==> config.mk <==
export PLATFORM = sky130hd
export DESIGN_NAME = precision_tran_pipe_flat
export DESIGN_NICKNAME = d
export VERILOG_FILES = /design/src/rtl/precision_tran_pipe_if.sv /design/src/rtl/precision_tran_pipe.sv /design/src/flat_wrapper.sv
export SDC_FILE = /design/constraint.sdc
export NUM_CORES = 1
export LEC_CHECK = 0
export CORE_UTILIZATION = 50
export CTS_BUF_LIST = sky130_fd_sc_hd__clkbuf_16
export CTS_CLUSTER_SIZE = 30
export DETAILED_ROUTE_END_ITERATION = 8
export PLACE_DENSITY = 0.79
export SLEW_MARGIN = 20
export SYNTH_ARGS = -nofsm -noshare
export SYNTH_HDL_FRONTEND = slang
export SYNTH_SLANG_ARGS = --single-unit
export TNS_END_PERCENT = 100
==> constraint.sdc <==
create_clock -name clk -period 4.1 [get_ports clk]
set_input_delay 1.025 -clock clk [delete_from_list [all_inputs] [get_ports clk]]
set_output_delay 1.025 -clock clk [all_outputs]
set_load 0.05 [all_outputs]
==> src/rtl/precision_tran_pipe_if.sv <==
// Operand-side and MAC-side handshake bundle for the precision converter.
interface precision_tran_pipe_if #(
  parameter int LANES = 4,
  parameter int W_IN  = 16,
  parameter int W_OUT = 8
);
  logic                   in_valid;
  logic                   in_ready;
  logic                   round_mode;
  logic [LANES*W_IN-1:0]  float_vec_in;
  logic                   out_valid;
  logic                   out_ready;
  logic [LANES*W_OUT-1:0] float_vec_out;
  logic [LANES*4-1:0]     lane_flags;

  modport master (
    output in_valid, round_mode, float_vec_in, out_ready,
    input  in_ready, out_valid, float_vec_out, lane_flags
  );

  modport slave (
    input  in_valid, round_mode, float_vec_in, out_ready,
    output in_ready, out_valid, float_vec_out, lane_flags
  );
endinterface

==> src/rtl/precision_tran_pipe.sv <==
// Multi-lane float format converter with RNE/RTZ rounding; 2-cycle latency, 1 beat/cycle.
// Valid/ready stall pipeline, in_ready follows out_ready combinationally; PRECISION_TRAN_STICKY_FLAGS_EN adds sticky status.
module precision_tran_pipe #(
  parameter int EXP_WIDTH_IN   = 5,
  parameter int FRAC_WIDTH_IN  = 10,
  parameter int EXP_WIDTH_OUT  = 4,
  parameter int FRAC_WIDTH_OUT = 3,
  parameter int LANES          = 4
) (
  input  logic       clk,
  input  logic       rst_n,
`ifdef PRECISION_TRAN_STICKY_FLAGS_EN
  input  logic       status_clr,
  output logic [3:0] status_sticky,
`endif
  precision_tran_pipe_if.slave bus
);
  localparam int EI       = EXP_WIDTH_IN;
  localparam int FI       = FRAC_WIDTH_IN;
  localparam int EO       = EXP_WIDTH_OUT;
  localparam int FO       = FRAC_WIDTH_OUT;
  localparam int W_IN     = 1 + EI + FI;
  localparam int W_OUT    = 1 + EO + FO;
  localparam int EW       = ((EI > EO) ? EI : EO) + 2;
  localparam int BIAS_IN  = (1 << (EI - 1)) - 1;
  localparam int BIAS_OUT = (1 << (EO - 1)) - 1;

  localparam logic signed [EW-1:0] BIAS_ADJ = EW'(BIAS_OUT - BIAS_IN);
  localparam logic signed [EW-1:0] E_MAX    = EW'((1 << EO) - 1);
  localparam logic signed [EW-1:0] E_ZERO   = '0;
  localparam logic [EO-1:0]        EXP_MAXF = EO'((1 << EO) - 2);

  typedef enum logic [2:0] {K_NORM, K_ZERO, K_INF, K_NAN, K_FLUSH} kind_e;

  typedef struct packed {
    logic                 sign;
    kind_e                kind;
    logic signed [EW-1:0] e;
    logic [FO-1:0]        kept;
    logic                 grd;
    logic                 stk;
  } s1_lane_t;

  s1_lane_t [LANES-1:0]   s1_d, s1_q;
  logic                   s1_rm_q, s1_vld_q, s2_vld_q;
  logic [LANES*W_OUT-1:0] res_d, res_q;
  logic [LANES*4-1:0]     flg_d, flg_q;
  logic                   s1_adv, s2_adv;

  // Extending the fraction by FO+2 zeros lets one slicing rule cover both narrowing and widening.
  function automatic s1_lane_t classify(input logic [W_IN-1:0] x);
    logic [EI-1:0]      ex;
    logic [FI-1:0]      fr;
    logic [FI+FO+1:0]   ext;
    s1_lane_t           r;
    ex     = x[W_IN-2 -: EI];
    fr     = x[FI-1:0];
    ext    = {fr, {(FO+2){1'b0}}};
    r.sign = x[W_IN-1];
    r.e    = $signed({{(EW-EI){1'b0}}, ex}) + BIAS_ADJ;
    r.kept = ext[FI+FO+1 -: FO];
    r.grd  = ext[FI+1];
    r.stk  = |ext[FI:0];
    if (ex == '1)          r.kind = (fr != '0) ? K_NAN : K_INF;
    else if (ex == '0)     r.kind = (fr != '0) ? K_FLUSH : K_ZERO;
    else if (r.e <= E_ZERO) r.kind = K_FLUSH;
    else                   r.kind = K_NORM;
    return r;
  endfunction

  // Returns {flags[3:0], packed result}; flags are {inexact, underflow, overflow, invalid}.
  function automatic logic [W_OUT+3:0] round_lane(input s1_lane_t a, input logic rtz);
    logic [FO:0]          m;
    logic signed [EW-1:0] e;
    logic                 inc;
    logic [W_OUT-1:0]     res;
    logic [3:0]           f;
    inc = !rtz && a.grd && (a.stk || a.kept[0]);
    m   = {1'b0, a.kept} + {{FO{1'b0}}, inc};
    e   = a.e + EW'(m[FO]);
    res = {a.sign, {(W_OUT-1){1'b0}}};
    f   = 4'b0000;
    case (a.kind)
      K_NAN: begin
        res          = {a.sign, {EO{1'b1}}, {FO{1'b0}}};
        res[FO-1]    = 1'b1;
        f            = 4'b0001;
      end
      K_INF:   res = {a.sign, {EO{1'b1}}, {FO{1'b0}}};
      K_ZERO:  f   = 4'b0000;
      K_FLUSH: f   = 4'b1100;
      default: begin
        if (e >= E_MAX) begin
          f   = 4'b1010;
          res = rtz ? {a.sign, EXP_MAXF, {FO{1'b1}}} : {a.sign, {EO{1'b1}}, {FO{1'b0}}};
        end else begin
          res = {a.sign, e[EO-1:0], m[FO-1:0]};
          f   = {a.grd || a.stk, 3'b000};
        end
      end
    endcase
    return {f, res};
  endfunction

  always_comb begin
    s1_d  = '0;
    res_d = '0;
    flg_d = '0;
    for (int i = 0; i < LANES; i++) begin
      s1_d[i] = classify(bus.float_vec_in[i*W_IN +: W_IN]);
      {flg_d[4*i +: 4], res_d[i*W_OUT +: W_OUT]} = round_lane(s1_q[i], s1_rm_q);
    end
  end

  assign s2_adv = !s2_vld_q || bus.out_ready;
  assign s1_adv = !s1_vld_q || s2_adv;

  always_ff @(posedge clk or negedge rst_n) begin
    if (!rst_n) begin
      s1_vld_q <= 1'b0;
      s1_rm_q  <= 1'b0;
      s1_q     <= '0;
      s2_vld_q <= 1'b0;
      res_q    <= '0;
      flg_q    <= '0;
    end else begin
      if (s1_adv) begin
        s1_vld_q <= bus.in_valid;
        if (bus.in_valid) begin
          s1_q    <= s1_d;
          s1_rm_q <= bus.round_mode;
        end
      end
      if (s2_adv) begin
        s2_vld_q <= s1_vld_q;
        if (s1_vld_q) begin
          res_q <= res_d;
          flg_q <= flg_d;
        end
      end
    end
  end

  assign bus.in_ready      = s1_adv;
  assign bus.out_valid     = s2_vld_q;
  assign bus.float_vec_out = res_q;
  assign bus.lane_flags    = flg_q;

`ifdef PRECISION_TRAN_STICKY_FLAGS_EN
  logic [3:0] sticky_d, sticky_q, beat_or;

  // A set in the same cycle as a clear wins, so the clear is applied first.
  always_comb begin
    beat_or = '0;
    for (int i = 0; i < LANES; i++) beat_or = beat_or | flg_q[4*i +: 4];
    sticky_d = status_clr ? 4'b0000 : sticky_q;
    if (s2_vld_q && bus.out_ready) sticky_d = sticky_d | beat_or;
  end

  always_ff @(posedge clk or negedge rst_n) begin
    if (!rst_n) sticky_q <= '0;
    else        sticky_q <= sticky_d;
  end

  assign status_sticky = sticky_q;
`endif
endmodule

==> src/flat_wrapper.sv <==
// flat-port wrapper written by rule: the top's interface ports become plain ports
module precision_tran_pipe_flat 
#(
  parameter int EXP_WIDTH_IN   = 5,
  parameter int FRAC_WIDTH_IN  = 10,
  parameter int EXP_WIDTH_OUT  = 4,
  parameter int FRAC_WIDTH_OUT = 3,
  parameter int LANES          = 4
)
  (clk, rst_n, bus_in_valid, bus_round_mode, bus_float_vec_in, bus_out_ready, bus_in_ready, bus_out_valid, bus_float_vec_out, bus_lane_flags);
  precision_tran_pipe_if #(.LANES(LANES), .W_IN(16), .W_OUT(8)) bus_i ();
  input  logic clk;
  input  logic rst_n;
  input wire logic [$bits(bus_i.in_valid)-1:0] bus_in_valid;
  input wire logic [$bits(bus_i.round_mode)-1:0] bus_round_mode;
  input wire logic [$bits(bus_i.float_vec_in)-1:0] bus_float_vec_in;
  input wire logic [$bits(bus_i.out_ready)-1:0] bus_out_ready;
  output wire logic [$bits(bus_i.in_ready)-1:0] bus_in_ready;
  output wire logic [$bits(bus_i.out_valid)-1:0] bus_out_valid;
  output wire logic [$bits(bus_i.float_vec_out)-1:0] bus_float_vec_out;
  output wire logic [$bits(bus_i.lane_flags)-1:0] bus_lane_flags;
  assign bus_i.in_valid = bus_in_valid;
  assign bus_i.round_mode = bus_round_mode;
  assign bus_i.float_vec_in = bus_float_vec_in;
  assign bus_i.out_ready = bus_out_ready;
  assign bus_in_ready = bus_i.in_ready;
  assign bus_out_valid = bus_i.out_valid;
  assign bus_float_vec_out = bus_i.float_vec_out;
  assign bus_lane_flags = bus_i.lane_flags;
  precision_tran_pipe #(.EXP_WIDTH_IN(EXP_WIDTH_IN), .FRAC_WIDTH_IN(FRAC_WIDTH_IN), .EXP_WIDTH_OUT(EXP_WIDTH_OUT), .FRAC_WIDTH_OUT(FRAC_WIDTH_OUT), .LANES(LANES)) u_core (.clk(clk), .rst_n(rst_n), .bus(bus_i));
endmodule
==> results.py, run 1 <==
metrics = {
    "run_status": {
        "outcome": "completed",
    },
    "pwr": {
        "ir_worst_vdd_mv": 0.2436,
        "intPower_uw": 2204,
        "power.share.clock_pct": 21.4,
        "pwr-share-comb_pct": 37.3,
        "finalPower_uw": 3526,
        "power_frac_seq_pct": 41.3,
        "p_leak_uw": 0.003172,
        "swShare_pct": 37.51,
        "p_per_area_nw_per_um2": 489.1,
        "switchingPower_uw": 1323,
    },
    "grt": {
        "globalRoute.totalOverflow": 0,
        "grt_first_pass_wirelength_mm": 21.05,
        "grt_max_degree": 88,
        "antenna_found_initial": 0,
        "grt_pass1_vias": 4507,
        "gr-usage-all-layers_pct": 23.31,
    },
    "timing": {
        "clock.fmax_ghz": 0.2811,
        "final_max_slew_viol_count": 0,
        "min_period_ns": 3.558,
        "slew_headroom_pct": 46.66,
        "tns_ns": 0,
        "tightestPinTransition_ns": 0.7973,
        "setup_violations": 0,
        "hold_viol_final": 0,
        "fin_crit_sh_pct": 86.78,
        "skew_ns": 0.006707,
        "rsz0062_at_grt": "false",
    },
    "final_layout": {
        "finalNetCount": 754,
        "fin_util_pct": 65.94,
        "syn_to_final_growth_pct": 27.75,
        "drive_gt1_share_pct": 10.63,
        "antenna_cells": 0,
        "layout_commonest_cell": "clkdlybuf4s50_1",
        "fill_cells": 907,
        "final_cell_mix": "clkdlybuf4s50_1 (117), dfrtp_1 (111), nand2_1 (66)",
    },
    "synth": {
        "synth_area_um2": 5644,
        "synth_ff_type": "dfrtp_1",
        "synth_nets": 638,
        "netlist_instances": 549,
        "synth_cell_types": 58,
        "ys_seq_area_share_pct": 49.21,
        "synth_edf_count": 0,
        "ys_async_sr_fraction_pct": 100.0,
        "synth_warnings": 0,
        "syn_avg_cell_area_um2": 10.28,
        "synth-seq-cells": 111,
    },
    "floorplan": {
        "die_height_um": 108.2,
        "die_w_um": 108.2,
        "io_pins": 119,
        "row_count": 38,
        "initial_core_util_pct": 51.61,
        "die-area_um2": 11720,
        "core_um2": 10940,
    },
    "worst_setup_path": {
        "end_kind": "output port",
        "cp_max_fo": 5,
        "start_kind": "primary input",
        "worstPathRequired_ns": 3.07,
        "crit_arrival_ns": 2.53,
        "r2r_slack_ns": 0.96,
        "path_class": "primary input to output port",
    },
    "clock_tree": {
        "clockBufferDepth": 2,
        "clk_pin_slew_ns": 0.07,
        "cts_sinks": 111,
        "h-tree-depth": 3,
        "clock_latency_ns": 0.34,
        "holdBufCountCts": 0,
        "cts_tree": "yes",
        "numCtsBuffers": 9,
        "cts_resized": 0,
        "cts_root_buf": "clkbuf_16",
        "postCtsSetupRepairBufs": 0,
    },
    "detailed_routing": {
        "drt_wl_total_mm": 12.55,
        "drc": 0,
        "dr.pass1.iters": 4,
        "avgRoutedWirePerCell_um": 15.53,
        "vias": 4517,
        "postRouteAntennaNets": 0,
        "drtIter0Drc": 157,
        "vias_per_cell": 5.590,
    },
    "place": {
        "dpl.hpwl_mm": 9.398,
        "io_buffers": 118,
        "gp_routability_congestion": 0.7919,
    },
    "worst_hold_path": {
        "hold_path_class": "flop to flop",
    },
    "flow_run": {
        "maxCapViolCount": 0,
    },
}
-- sequential cells by signal (all words and copies together) (netlist names) --
signal	flops
u_core.bus.lane_flags	16
u_core.s1_vld_q	1
u_core.bus.out_valid	1
u_core.s1_rm_q	1
u_core.s1_q	60
u_core.bus.float_vec_out	32
-- synth_stat cells (all sizes together), types with 6 or more instances --
master | instances | area share (%)
nor2 | 38 | 2.5
or3 | 7 | 0.86
clkbuf | 15 | 1.4
mux2i | 9 | 1.6
xor2 | 12 | 1.9
nand3 | 15 | 1.3
xnor2 | 7 | 1.1
nor4 | 8 | 0.89
inv | 19 | 1.3
o21ai | 40 | 3.5
ha | 20 | 4.4
a211o | 6 | 0.95
mux2 | 42 | 8.4
a21oi | 36 | 3.4
nor3 | 10 | 0.89
nand2 | 67 | 4.5
and3 | 7 | 0.78
dfrtp | 111 | 49
-- power groups by stage --
stage	clock network (uW)	logic [uW]	registers [uW]
floorplan	0	443	1870
finish	755	1320	1460
CTS	775	1320	1450
global route	809	1410	1480
global placement	0	1290	1460
detailed placement	0	1320	1470
-- path summary, 6_finish.rpt --
kind                                  from                      endpoint  cells after the start
min reg2reg                u_core.s1_q[15]   u_core.bus.float_vec_out[7]                      2
max in group asynchronous            rst_n               u_core.s1_q[26]                      2
max reg2reg                u_core.s1_q[32]  u_core.bus.float_vec_out[18]                     11
min in group asynchronous            rst_n               u_core.s1_q[53]                      1
max                          bus_out_ready                  bus_in_ready                      3
min                        u_core.s1_q[15]   u_core.bus.float_vec_out[7]                      2
-- cells by family (layout without fill, tap and decap cells) --
family	count (synthesis)	after routing	share of synthesized area, %
mux	51	51	9.976
fa+ha+maj	20	20	4.434
xor+xnor	19	19	2.948
compound gates	128	128	15.05
flops	111	111	49.21
buf+inv	40	159	3.148
simple gates	180	180	15.23
-- critical path: stages --
cell             delay (ns)
clkdlybuf4s50_1        0.47
nand3b_1               0.20
clkdlybuf4s50_1        0.84
-- layout make-up --
class                   instances  area, um^2  area share [%]
clock buffers                   9       225.2           3.123
clock inverters                 5       18.77          0.2603
inverters                      20       75.07           1.041
multi-input cells             398        2691           37.32
flip-flops and latches        111        2778           38.52
well taps                     140       175.2           2.429
repair buffers                125        1247           17.30
-- stage by stage --
stage | std cells | setup WS, ns | area [um^2] | hold slack [ns]
after floorplan | 549 | 0.9648 | 5644 | 0.4331
after global placement | 794 | 0.5564 | 6963 | 0.4483
after detailed placement | 794 | 0.5480 | 6963 | 0.4513
after CTS | 808 | 0.5454 | 7207 | 0.4676
after global routing | 808 | 0.4964 | 7211 | 0.4862
final | 808 | 0.5420 | 7211 | 0.4579
-- per-layer routing --
layer / part of all wire (%) / GRT usage [%] / routed length (um) / vias to the layer above
li1: - / - / - / 2197
met2: 50 / 39.90 / 6217 / 142
met1: 43 / 29.30 / 5413 / 2153
met4: 2.8 / 11.06 / 346 / 0
met3: 4.5 / 2.833 / 570 / 25
met5: 0 / 0 / 0 / -
Note: power is estimated with default switching activity, not from simulation.
==> run 2: changes to the inputs <==
--- a/config.mk
+++ b/config.mk
@@ -7,7 +7,7 @@
 export LEC_CHECK = 0
 export CORE_UTILIZATION = 50
 export CTS_BUF_LIST = sky130_fd_sc_hd__clkbuf_16
-export CTS_CLUSTER_SIZE = 30
+export CTS_CLUSTER_SIZE = 24
 export DETAILED_ROUTE_END_ITERATION = 8
 export PLACE_DENSITY = 0.79
 export SLEW_MARGIN = 20
==> results of run 2 <==
Same layout as run 1: the final DEF is identical, and so are final timing and power.
==> run 3: changes to the inputs <==
--- a/config.mk
+++ b/config.mk
@@ -9,6 +9,7 @@
 export CTS_BUF_LIST = sky130_fd_sc_hd__clkbuf_16
 export CTS_CLUSTER_SIZE = 24
 export DETAILED_ROUTE_END_ITERATION = 8
+export GPL_TIMING_DRIVEN = 0
 export PLACE_DENSITY = 0.79
 export SLEW_MARGIN = 20
 export SYNTH_ARGS = -nofsm -noshare
==> constraint.sdc (replaced) <==
create_clock -name clk -period 3.45 [get_ports clk]
set_input_delay 0.8625 -clock clk [delete_from_list [all_inputs] [get_ports clk]]
set_output_delay 0.8625 -clock clk [all_outputs]
set_load 0.05 [all_outputs]
==> run 3 against run 2 <==
Non-clock buffer count is 14 higher. Design area increased by 1.9%. Critical path depth is 9 higher. Clock power is 50% higher. Via count is 5.8% higher. Total power is 26% higher. Global-route usage rose by 3.1 points. Combinational power increased by 22%.
==> results.py, run 3 (synthesized netlist as in run 1, its figures left out) <==
metrics = {
    "detailed_routing": {
        "vias": 4779,
        "drt_wl_total_mm": 14.37,
        "drc": 0,
        "dr.pass1.iters": 4,
        "avgRoutedWirePerCell_um": 17.44,
        "vias_per_cell": 5.800,
        "postRouteAntennaNets": 0,
        "drtIter0Drc": 164,
    },
    "timing": {
        "tightestPinTransition_ns": 0.7473,
        "hold_viol_final": 0,
        "rsz0062_at_grt": "false",
        "clock.fmax_ghz": 0.3065,
        "slew_headroom_pct": 50.18,
        "setup_violations": 0,
        "holdWs_ns": 0.3641,
        "fin_crit_sh_pct": 94.57,
        "final_max_slew_viol_count": 0,
        "skew_ns": 0.01056,
        "min_period_ns": 3.263,
        "tns_ns": 0,
    },
    "clock_tree": {
        "cts_root_buf": "clkbuf_16",
        "clockBufferDepth": 2,
        "h-tree-depth": 3,
        "numCtsBuffers": 9,
        "clk_pin_slew_ns": 0.08,
        "cts_tree": "yes",
        "cts_sinks": 111,
        "clock_latency_ns": 0.35,
    },
    "place": {
        "io_buffers": 118,
        "gp_routability_congestion": 0.8294,
        "dpl.hpwl_mm": 10.78,
    },
    "worst_setup_path": {
        "crit_buf_inv": 2,
        "path_delay_family": "simple AND/OR/NAND/NOR gates",
        "path_common_cell": "ha_1",
        "end_kind": "flop",
        "worstPathRequired_ns": 3.69,
        "cp_max_fo": 10,
        "path_class": "flop to flop",
        "crit_arrival_ns": 3.50,
        "worstPathCellList": "inv_4, o211a_1, ha_1, and3_1, ha_1, ha_1, inv_1, or4_1, or3_4, a21oi_4, o2bb2ai_1, a311o_1",
        "max_stage_delay_ns": 0.46,
        "slowest_stage": "dfrtp_1",
        "start_kind": "flop",
    },
    "grt": {
        "globalRoute.totalOverflow": 0,
        "antenna_found_initial": 0,
        "grt_first_pass_wirelength_mm": 23.60,
        "gr-usage-all-layers_pct": 26.40,
        "grt_max_degree": 85,
        "grt_pass1_vias": 4885,
    },
    "floorplan": {
        "die_height_um": 108.2,
        "die-area_um2": 11720,
        "die_w_um": 108.2,
        "row_count": 38,
        "core_um2": 10940,
        "initial_core_util_pct": 51.61,
        "io_pins": 119,
    },
    "final_layout": {
        "final_cell_mix": "clkdlybuf4s50_1 (117), dfrtp_1 (111), nand2_1 (67)",
        "antenna_cells": 0,
        "syn_to_final_growth_pct": 30.24,
        "drive_gt1_share_pct": 10.82,
        "layout_commonest_cell": "clkdlybuf4s50_1",
        "fill_cells": 866,
        "finalNetCount": 768,
        "largest-register": "u_core.s1_q",
        "largest_reg_flops": 60,
    },
    "run_status": {
        "outcome": "completed",
    },
    "flow_run": {
        "maxCapViolCount": 0,
    },
    "pwr": {
        "ir_worst_vdd_mv": 0.3556,
        "p_per_area_nw_per_um2": 606.5,
        "p_leak_uw": 0.003221,
    },
    "worst_hold_path": {
        "hold_path_class": "primary input to async pin",
    },
}
==> run 3: changes by cell type in the layout (fill, tap and decap cells not counted), sizes merged <==
cell | previous run | this run
clkbuf | 9 | 24
clkinv | 5 | 2
bufinv | 0 | 2
inv | 20 | 22
buf | 8 | 7
clkinvlp | 0 | 1
==> run 3: report_power, final <==
group          internal, uW  switching [uW]  total [uW]
Clock                   639             487        1130
Sequential             1540             189        1730
Combinational           618             988        1610
==> run 3: layout make-up <==
cell class              count  area, um^2  share of cell area, %
clock inverters             7       93.84                  1.277
clock buffers               9       225.2                  3.064
flip-flops and latches    111        2778                  37.79
inverters                  20       77.57                  1.055
multi-input cells         398        2689                  36.58
well taps                 140       175.2                  2.383
plain buffers              20       102.6                  1.396
repair buffers            119        1210                  16.46
==> run 3: per-layer routing <==
layer | routed length [um] | part of all wire [%] | vias up | GRT usage [%]
met5 | 0 | 0 | - | 0
met3 | 808 | 5.6 | 31 | 3.677
met1 | 5794 | 40 | 2361 | 31.70
li1 | - | - | 2235 | -
met4 | 363 | 2.5 | 0 | 10.86
met2 | 7405 | 52 | 152 | 47.36
==> run 3: metrics by stage <==
stage	area [um^2]	power (uW)	worst slack, ns	utilization (%)	instances
2_1_floorplan	5644	2744	0.3148	-	549
3_3_place_gp	7000	3293	-2.521	64.02	807
3_5_place_dp	7029	3348	-0.1333	64.28	808
4_1_cts	7350	4470	0.04407	67.21	824
5_1_grt	7351	4652	0.03916	67.22	824
6_report	7351	4459	0.1873	67.22	824
==> run 3: final timing paths <==
| kind | startpoint | endpoint | slack, ns | cells after the start |
|---|---|---|---|---|
| min | rst_n | u_core.s1_q[53] | 0.36 | 1 |
| max in group asynchronous | rst_n | u_core.s1_q[38] | 2.39 | 2 |
| min in group clk | u_core.s1_q[47] | u_core.bus.float_vec_out[23] | 0.47 | 2 |
| max | u_core.s1_rm_q | u_core.bus.float_vec_out[18] | 0.19 | 12 |
| min reg2reg | u_core.s1_q[47] | u_core.bus.float_vec_out[23] | 0.47 | 2 |
| max reg2reg | u_core.s1_rm_q | u_core.bus.float_vec_out[18] | 0.19 | 12 |
==> run 3: what timing repair did <==
item / CTS / global route
gates resized for setup: 1 / 1
pin swaps: 0 / 0
hold buffers: 0 / 0
setup endpoints to repair: 4 / 2
buffers inserted: 0 / 0
hold endpoints to repair: 0 / 0
cloned: 0 / 0
==> run 3: worst register-to-register path, delay by kind of cell (launching register included) <==
kind            cells  cell delay (ns)
fa+ha+maj           3             0.75
flops               1             0.46
buf+inv             2             0.18
compound gates      4             0.81
simple gates        3             0.95
